==> src/rtl/cpu_trace_buffer_if.sv <==
// cpu_trace_buffer_if: capture controls, CPU sample inputs and trace readout port of cpu_trace_buffer
interface cpu_trace_buffer_if #(
  parameter int DATA_W = 16,
  parameter int DEPTH  = 16
);
  logic                     Arm;
  logic                     Force_trig;
  logic [DATA_W-1:0]        Trig_mask;
  logic [DATA_W-1:0]        Trig_value;
  logic [DATA_W-1:0]        Temp;
  logic [DATA_W-1:0]        Finalextend;
  logic [DATA_W-1:0]        ReadData1;
  logic [DATA_W-1:0]        ReadData2;
  logic                     Zero;
  logic                     Rd_ready;
  logic                     Rd_valid;
  logic [4*DATA_W:0]        Rd_data;
  logic [15:0]              Rd_stamp;
  logic                     Rd_last;
  logic [$clog2(DEPTH):0]   Count;
  logic [1:0]               State;
  logic                     Done;
  modport master (
    output Arm, Force_trig, Trig_mask, Trig_value, Temp, Finalextend, ReadData1, ReadData2, Zero, Rd_ready,
    input  Rd_valid, Rd_data, Rd_stamp, Rd_last, Count, State, Done
  );
  modport slave (
    input  Arm, Force_trig, Trig_mask, Trig_value, Temp, Finalextend, ReadData1, ReadData2, Zero, Rd_ready,
    output Rd_valid, Rd_data, Rd_stamp, Rd_last, Count, State, Done
  );
endinterface

==> src/rtl/cpu_trace_buffer.sv <==
// cpu_trace_buffer: armed pre/post-trigger capture of CPU outputs into a circular buffer, drained oldest-first.
// Defining TRACE_TIMESTAMP_EN adds a 16-bit cycle stamp per entry on Rd_stamp; otherwise Rd_stamp is 0.
module cpu_trace_buffer #(
  parameter int DATA_W   = 16,
  parameter int DEPTH    = 16,
  parameter int PRE_TRIG = 4
) (
  input logic               Clk,
  input logic               Reset_n,
  cpu_trace_buffer_if.slave bus
);
  localparam int AW = $clog2(DEPTH);
  localparam int EW = 4*DATA_W+1;
  localparam logic [AW-1:0] PT     = AW'(PRE_TRIG);
  localparam logic [AW-1:0] POST_N = AW'(DEPTH-PRE_TRIG-1);
  localparam logic [AW:0]   BASE   = (AW+1)'(DEPTH-PRE_TRIG);
  typedef enum logic [1:0] {IDLE, PRE, POST, DONE} state_t;
  state_t        state_q, state_d;
  logic [AW-1:0] wr_ptr_q, wr_ptr_d;
  logic [AW-1:0] rd_ptr_q, rd_ptr_d;
  logic [AW-1:0] pre_cnt_q, pre_cnt_d;
  logic [AW-1:0] post_left_q, post_left_d;
  logic [AW:0]   count_q, count_d;
  logic [AW:0]   rd_idx_q, rd_idx_d;
  logic [EW-1:0] mem_q [DEPTH];
  logic          trig, we, valid, last, xfer;
  assign trig  = bus.Force_trig || ((bus.Temp ^ bus.Trig_value) & bus.Trig_mask) == '0;
  assign we    = (state_q == PRE || state_q == POST) && !bus.Arm;
  assign valid = state_q == DONE;
  assign last  = rd_idx_q == count_q - 1'b1;
  assign xfer  = valid && bus.Rd_ready;
  always_ff @(posedge Clk) begin
    if (!Reset_n) begin
      state_q     <= IDLE;
      wr_ptr_q    <= '0;
      rd_ptr_q    <= '0;
      pre_cnt_q   <= '0;
      post_left_q <= '0;
      count_q     <= '0;
      rd_idx_q    <= '0;
    end else begin
      state_q     <= state_d;
      wr_ptr_q    <= wr_ptr_d;
      rd_ptr_q    <= rd_ptr_d;
      pre_cnt_q   <= pre_cnt_d;
      post_left_q <= post_left_d;
      count_q     <= count_d;
      rd_idx_q    <= rd_idx_d;
    end
  end
  // Arm overrides everything, including a coincident trigger or an in-flight readout
  always_comb begin
    state_d     = state_q;
    wr_ptr_d    = wr_ptr_q;
    rd_ptr_d    = rd_ptr_q;
    pre_cnt_d   = pre_cnt_q;
    post_left_d = post_left_q;
    count_d     = count_q;
    rd_idx_d    = rd_idx_q;
    if (bus.Arm) begin
      state_d   = PRE;
      wr_ptr_d  = '0;
      pre_cnt_d = '0;
      count_d   = '0;
      rd_idx_d  = '0;
    end else if (state_q == PRE) begin
      wr_ptr_d = wr_ptr_q + 1'b1;
      if (trig) begin
        rd_ptr_d    = wr_ptr_q - pre_cnt_q;
        post_left_d = POST_N;
        count_d     = {1'b0, pre_cnt_q} + BASE;
        rd_idx_d    = '0;
        state_d     = POST_N == '0 ? DONE : POST;
      end else begin
        pre_cnt_d = pre_cnt_q == PT ? PT : pre_cnt_q + 1'b1;
      end
    end else if (state_q == POST) begin
      wr_ptr_d    = wr_ptr_q + 1'b1;
      post_left_d = post_left_q - 1'b1;
      state_d     = post_left_q == AW'(1) ? DONE : POST;
    end else if (xfer) begin
      rd_ptr_d = rd_ptr_q + 1'b1;
      rd_idx_d = rd_idx_q + 1'b1;
      state_d  = last ? IDLE : DONE;
    end
  end
  always_ff @(posedge Clk) begin
    if (we) mem_q[wr_ptr_q] <= {bus.Zero, bus.ReadData2, bus.ReadData1, bus.Finalextend, bus.Temp};
  end
  assign bus.Rd_valid = valid;
  assign bus.Rd_data  = mem_q[rd_ptr_q];
  assign bus.Rd_last  = valid && last;
  assign bus.Count    = count_q;
  assign bus.State    = state_q;
  assign bus.Done     = valid;
`ifdef TRACE_TIMESTAMP_EN
  logic [15:0] ts_q;
  logic [15:0] stamp_q [DEPTH];
  always_ff @(posedge Clk) begin
    if (!Reset_n) ts_q <= '0;
    else ts_q <= bus.Arm ? '0 : (state_q == PRE || state_q == POST) ? ts_q + 1'b1 : ts_q;
  end
  always_ff @(posedge Clk) begin
    if (we) stamp_q[wr_ptr_q] <= ts_q;
  end
  assign bus.Rd_stamp = valid ? stamp_q[rd_ptr_q] : '0;
`else
  assign bus.Rd_stamp = '0;
`endif
endmodule

==> src/flat_wrapper.sv <==
// flat-port wrapper written by rule: the top's interface ports become plain ports
module cpu_trace_buffer_flat 
#(
  parameter int DATA_W   = 16,
  parameter int DEPTH    = 16,
  parameter int PRE_TRIG = 4
)
  (Clk, Reset_n, bus_Arm, bus_Force_trig, bus_Trig_mask, bus_Trig_value, bus_Temp, bus_Finalextend, bus_ReadData1, bus_ReadData2, bus_Zero, bus_Rd_ready, bus_Rd_valid, bus_Rd_data, bus_Rd_stamp, bus_Rd_last, bus_Count, bus_State, bus_Done);
  cpu_trace_buffer_if #(.DATA_W(DATA_W), .DEPTH(DEPTH)) bus_i ();
  input logic Clk;
  input logic Reset_n;
  input wire logic [$bits(bus_i.Arm)-1:0] bus_Arm;
  input wire logic [$bits(bus_i.Force_trig)-1:0] bus_Force_trig;
  input wire logic [$bits(bus_i.Trig_mask)-1:0] bus_Trig_mask;
  input wire logic [$bits(bus_i.Trig_value)-1:0] bus_Trig_value;
  input wire logic [$bits(bus_i.Temp)-1:0] bus_Temp;
  input wire logic [$bits(bus_i.Finalextend)-1:0] bus_Finalextend;
  input wire logic [$bits(bus_i.ReadData1)-1:0] bus_ReadData1;
  input wire logic [$bits(bus_i.ReadData2)-1:0] bus_ReadData2;
  input wire logic [$bits(bus_i.Zero)-1:0] bus_Zero;
  input wire logic [$bits(bus_i.Rd_ready)-1:0] bus_Rd_ready;
  output wire logic [$bits(bus_i.Rd_valid)-1:0] bus_Rd_valid;
  output wire logic [$bits(bus_i.Rd_data)-1:0] bus_Rd_data;
  output wire logic [$bits(bus_i.Rd_stamp)-1:0] bus_Rd_stamp;
  output wire logic [$bits(bus_i.Rd_last)-1:0] bus_Rd_last;
  output wire logic [$bits(bus_i.Count)-1:0] bus_Count;
  output wire logic [$bits(bus_i.State)-1:0] bus_State;
  output wire logic [$bits(bus_i.Done)-1:0] bus_Done;
  assign bus_i.Arm = bus_Arm;
  assign bus_i.Force_trig = bus_Force_trig;
  assign bus_i.Trig_mask = bus_Trig_mask;
  assign bus_i.Trig_value = bus_Trig_value;
  assign bus_i.Temp = bus_Temp;
  assign bus_i.Finalextend = bus_Finalextend;
  assign bus_i.ReadData1 = bus_ReadData1;
  assign bus_i.ReadData2 = bus_ReadData2;
  assign bus_i.Zero = bus_Zero;
  assign bus_i.Rd_ready = bus_Rd_ready;
  assign bus_Rd_valid = bus_i.Rd_valid;
  assign bus_Rd_data = bus_i.Rd_data;
  assign bus_Rd_stamp = bus_i.Rd_stamp;
  assign bus_Rd_last = bus_i.Rd_last;
  assign bus_Count = bus_i.Count;
  assign bus_State = bus_i.State;
  assign bus_Done = bus_i.Done;
  cpu_trace_buffer #(.DATA_W(DATA_W), .DEPTH(DEPTH), .PRE_TRIG(PRE_TRIG)) u_core (.Clk(Clk), .Reset_n(Reset_n), .bus(bus_i));
endmodule
==> config.mk <==
export PLATFORM = sky130hd
export DESIGN_NAME = cpu_trace_buffer_flat
export DESIGN_NICKNAME = d
export VERILOG_FILES = /design/src/rtl/cpu_trace_buffer_if.sv /design/src/rtl/cpu_trace_buffer.sv /design/src/flat_wrapper.sv
export SDC_FILE = /design/constraint.sdc
export NUM_CORES = 1
export LEC_CHECK = 0
export ABC_AREA = 1
export BUFFER_PORTS_ARGS = -buffer_cell sky130_fd_sc_hd__buf_2
export CAP_MARGIN = 5
export CELL_PAD_IN_SITES_DETAIL_PLACEMENT = 0
export CELL_PAD_IN_SITES_GLOBAL_PLACEMENT = 1
export CORE_ASPECT_RATIO = 1.4
export CORE_UTILIZATION = 47
export DETAILED_ROUTE_END_ITERATION = 7
export PLACE_DENSITY_LB_ADDON = 0.1
export SETUP_SLACK_MARGIN = 0.05
export SLEW_MARGIN = 40
export SYNTH_ARGS = -nofsm -noshare
export SYNTH_HDL_FRONTEND = slang
export SYNTH_SLANG_ARGS = --single-unit
export TNS_END_PERCENT = 10
==> constraint.sdc <==
create_clock -name Clk -period 5.7 [get_ports Clk]
set_input_delay 0 -clock Clk [delete_from_list [all_inputs] [get_ports Clk]]
set_output_delay 0 -clock Clk [all_outputs]
set_load 0.01 [all_outputs]
* Yosys cells after proc, flatten, opt, wreduce, memory -nomap -nowiden
Memory sizes are Yosys's and may differ from the RTL's. A register that Yosys moved wholly into a read port is not among the register bits. Cells that the tools add are included.
Word-level totals: flip-flop bits (word level) 28, bits in writable memories 1040, ROM bits 0, memories kept 1, latch bits 0, input bits 102
Operators by class: reduce and logical (&&, ||, !) cells 19, $add $sub $neg 8, muxes and demuxes 25, div/mod/pow operators 0, shift operators 0, multipliers 0, equality and inequality tests 9, bitwise operators 5, order comparisons 0
Memory list:
- u_core.mem_q | depth 16, width 65, read ports 1, clocked after Yosys merged registers in 1, wr ports 1, RTL line cpu_trace_buffer.sv:25 | logic [EW-1:0] mem_q [DEPTH];
Operator list (count):
- $mux 4 | 12
- $mux 5 | 4
- $and 16x16->16 | 1
- $logic_not 16->1 | 1
- $xor 16x16->16 | 1
- $add 4x1->4 const B | 3
- $mux 2 | 5
- $reduce_and 2->1 | 4
- $reduce_and 3->1 | 2
- $add 4x4->5 const B | 1
- $add 5x1->5 const B | 1
- $eq 5x5->1 | 1
- $sub 5x1->5 const B | 1
- $eq 2x2->1 const B | 2
- $eq 4x1->1 const B | 1
- $eq 4x3->1 const B | 1
- $mux 1 | 4
- $ne 2x1->1 const B | 2
- $reduce_and 4->1 | 1
- $reduce_bool 2->1 | 2
- $reduce_bool 4->1 | 1
- $sub 4x1->4 const B | 1
- $sub 4x4->4 | 1
- $logic_and 1x1->1 | 3
- other kinds (7) | 10

* Longest topological paths before layout
word-level depth 8, mapped depth 13

* Least setup slack after synthesis
Ideal clock, no wire load.
path kind reg2reg, start point register u_core.state_q[0], in the netlist u_core.bus.State[0], end point memory u_core.mem_q[11][0] (netlist bit), enable pin, period minus slack after synthesis 6253 ps, cell stages (with the launch flop) 6, arrival time 5685 ps, required time 5132 ps, setup slack -553 ps, path through dfxtp_1 > inv_1 > ha_1 > nor2_1 > inv_1 > nor3_1
On the way: longest elaborated chain between the ends 5, elaborated cells between the ends (all ways) 6
RTL lines:
- start, declared | RTL line cpu_trace_buffer.sv:18 | state_t state_q, state_d;
- start signal, assigned | RTL line cpu_trace_buffer.sv:42 | state_q <= state_d;
- $eq 2x1->1 or $eq 2x2->1 (tied branches) | RTL line cpu_trace_buffer.sv:28 | assign we = (state_q == PRE || state_q == POST) && !bus.Arm;
- $logic_or 1x1->1 * | RTL line cpu_trace_buffer.sv:28
- $logic_and 1x1->1 * | RTL line cpu_trace_buffer.sv:28
- $mux 1 * | RTL line cpu_trace_buffer.sv:88 | if (we) mem_q[wr_ptr_q] <= {bus.Zero, bus.ReadData2, bus.ReadData1, bus.Finalextend, bus.Temp};
- $mux 1 (not written as such) * | RTL line cpu_trace_buffer.sv:88
- end, declared | RTL line cpu_trace_buffer.sv:25
Every way passes the cells marked *; elsewhere a longest branch is shown, timed or not.

==> results.md <==
- Net switching power: 0.00401 W
- Most common cell in the netlist: edfxtp_1
- Metal3 WL: 4.05 mm
- Mapped Area: 43,900 um2
- Worst Tran Pin Value: 874 ps
- Fillers: 7,624
- DR WL met2: 54.0 mm
- Total gr overflow: 0
- Clk pwr share: 38.9%
- Cell Rows: 132
- Die area: 94,700 um2
- Combinational share of power: 10.0%
- CP max stage cell: buf_4
- Synth top area cells: edfxtp_1 (71%), mux2i_1 (5.9%), o211ai_1 (4.4%)
- Clk root buf: clkbuf_16
- Clock buffer depth: 3
- Worst R2R Start: u_core.bus.State[0]
- Sequential share of power: 51.1%
- Max frequency: 286 MHz
- Status: finished clean
- First-pass GRT wire length: 157 mm
- Final min period: 3500 ps
- Worst hold slack: 201 ps
- Initial core utilization: 47.5%
- Top layer reached by signal wires: met5
- Leak: 16.8 nW
- Gp weighted congestion: 0.767
- I/O pin count: 193
- Post-layout util: 53.8%
- Final WS setup: 2200 ps
- Avg Cell Area, Syn: 14.1 um2
- Skew final: 20.1 ps
- CP peak stage delay: 670 ps
- Synth cell count leaders: edfxtp_1 (1,040), inv_1 (319), o21ai_0 (310)
- CP arrival: 3500 ps
- Num Clock Sinks: 1,072
- Tcrit/Tclk final: 61.4%
- Ys async rst share: 0%
- Vias/cell: 5.47
- Hold/Removal Path Class: input pin to flop
- Worst skew pair latency: 690 ps
- Worst-path clk slew: 60 ps
- Initial DRC Count: 2,022
- Die width: 260 um
- Pwr dens: 343 nW/um2
- Max-cap viol count: 0
- # nets final: 3,453
- Final setup fails: 0
- Switching Fraction: 23.4%
- CTS buffer count: 102
- CP required: 5700 ps
- Reg-to-Reg End: u_core.mem_q[14][51]
- Largest net degree at the start of global routing: 157
- PortBufs: 176
- Internal power: 0.0131 W
- R2R depth: 7
- TritonRoute pass-1 iters: 5
- Vias in the first global route: 25,400
- R2r setup slk: 2280 ps
- Slew Viols, Final: 0
- Post-DP HPWL: 57.0 mm
- Layout cells sized above 1: 11.7%
- Worst Hold Path EP: u_core.bus.Count[1]
- Total GRT Usage: 22.2%
- Top cell type's share of synthesized area: 71.1%
- Unique masters post-synth: 32
- Die height: 364 um
- Endpoints failing hold: 0
- HP Start: bus_Trig_mask[10]
- Crit Path Max Fanout: 119
- Detail Route Antenna Nets: 0
- RSZ-0062 raised after global routing: false
- Cells along the critical path: buf_12, inv_8, buf_4, o21ai_0, o211ai_1, nand2_1, buf_2
- Post-synth EDFFs: 1,040
- CTS tree: built
- Crit path kind: flop to primary output
- DRC violations left: 0
- Synth warnings: 0
- Placeable Area: 92,500 um2
- Sequential area share after synthesis: 72.5%
- Hold Crit Depth: 10
- Slew HR: 41.7%
- Flops & latches, synth: 1,072
- Largest area contributor in the netlist: edfxtp_1
- Max rail drop VDD: 0.239 mV
- WL per Instance: 22.5 um
- Htree depth: 3
- Place WS: 2240 ps
- Layout area overhead: 13.3%
- Synth Flop Type: edfxtp_1
- Startpoint types: flop
- M1 WL: 43.8 mm
- Mapped Cells: 3,111
- Setup tns final: 0 ps
- Setup crit end kind: primary output
- Initial antenna violation count: 6
- Total Wirelength: 104 mm
- Vias: 25,300
-- cells by family after synthesis --
kind of cell / share of synthesized area [%]
buf+inv: 5.94
mux: 5.92
xor+xnor: 0.259
fa+ha+maj: 0.587
other cells: 0.00853
compound gates: 11.6
simple gates: 3.14
flops: 72.5
-- state kept, by name, summed over array words and instances (netlist names), named ones only --
register            cells
u_core.bus.Count        5
u_core.bus.State        2
u_core.mem_q         1040
u_core.post_left_q      4
u_core.pre_cnt_q        4
u_core.rd_idx_q         5
u_core.rd_ptr_q         4
u_core.wr_ptr_q         4
-- placed cells by master, fill, tap and decap left out, types with 39 or more instances in the layout --
master         count
buf_2            176
mux2i_1          260
o211ai_1         260
a21oi_1          288
buf_4             39
nor2_1            50
dlygate4sd3_1     71
inv_1            318
nand3_1           98
clkbuf_16        103
edfxtp_1        1040
o21ai_0          310
nand2_1          155
-- through the flow --
stage | instance area, um2 | total power (W) | cells
after floorplan | 44000 | 0.0100 | 3126
after global placement | 45600 | 0.0106 | 4351
after detailed placement | 45800 | 0.0106 | 4360
after CTS | 49700 | 0.0173 | 4615
after global routing | 49800 | 0.0177 | 4617
final | 49800 | 0.0171 | 4618
-- power by group through the flow --
stage / clock network, W / registers [W] / logic, W
6_report: 0.00664 / 0.00874 / 0.00171
5_1_grt: 0.00707 / 0.00875 / 0.00190
4_1_cts: 0.00680 / 0.00876 / 0.00172
3_5_place_dp: 0 / 0.00893 / 0.00167
3_3_place_gp: 0 / 0.00893 / 0.00165
2_1_floorplan: 0 / 0.00890 / 0.00111
-- cell type report --
cell class                 instances  area (um2)  area share [%]
tap                             1206        1510            3.03
sequential                      1072       31900            64.0
multi-input combinational       1525        9640            19.4
inverter                         322        1220            2.46
clock buffer                     122        2650            5.32
clock inverter                    62         593            1.19
timing repair buffer             308        2290            4.59
antenna                            1        2.50         0.00503
-- worst max-delay path, delay by kind of cell (launching register included) --
family	cells	cell delay [ps]
simple gates	1	90
flops	1	430
buf+inv	4	1660
compound gates	2	510
-- layer usage --
layer  track usage, %  vias to the layer above
met5                0                        -
met4             6.16                        4
met3             2.77                      130
met2             39.4                      554
met1             28.5                    12600
li1                 -                    12000
-- how the worst max path moves through the flow --
stage                              startpoint                   end  slack (ps)
after floorplan           u_core.bus.State[0]   u_core.mem_q[11][0]        -550
after global placement    u_core.bus.State[0]  u_core.mem_q[13][49]        2010
after detailed placement  u_core.bus.State[0]  u_core.mem_q[14][39]        2240
after CTS                                flop       bus_Rd_data[33]        2020
after global routing                     flop       bus_Rd_data[28]        1990
final                                    flop       bus_Rd_data[33]        2200
-- timing repair --
item | in CTS | in global routing
setup buffers | 0 | 0
hold buffers | 71 | 0
endpoints found under the hold margin | 1070 | 0
resized for setup | 0 | 0
Note: power is estimated with default switching activity, not from simulation.
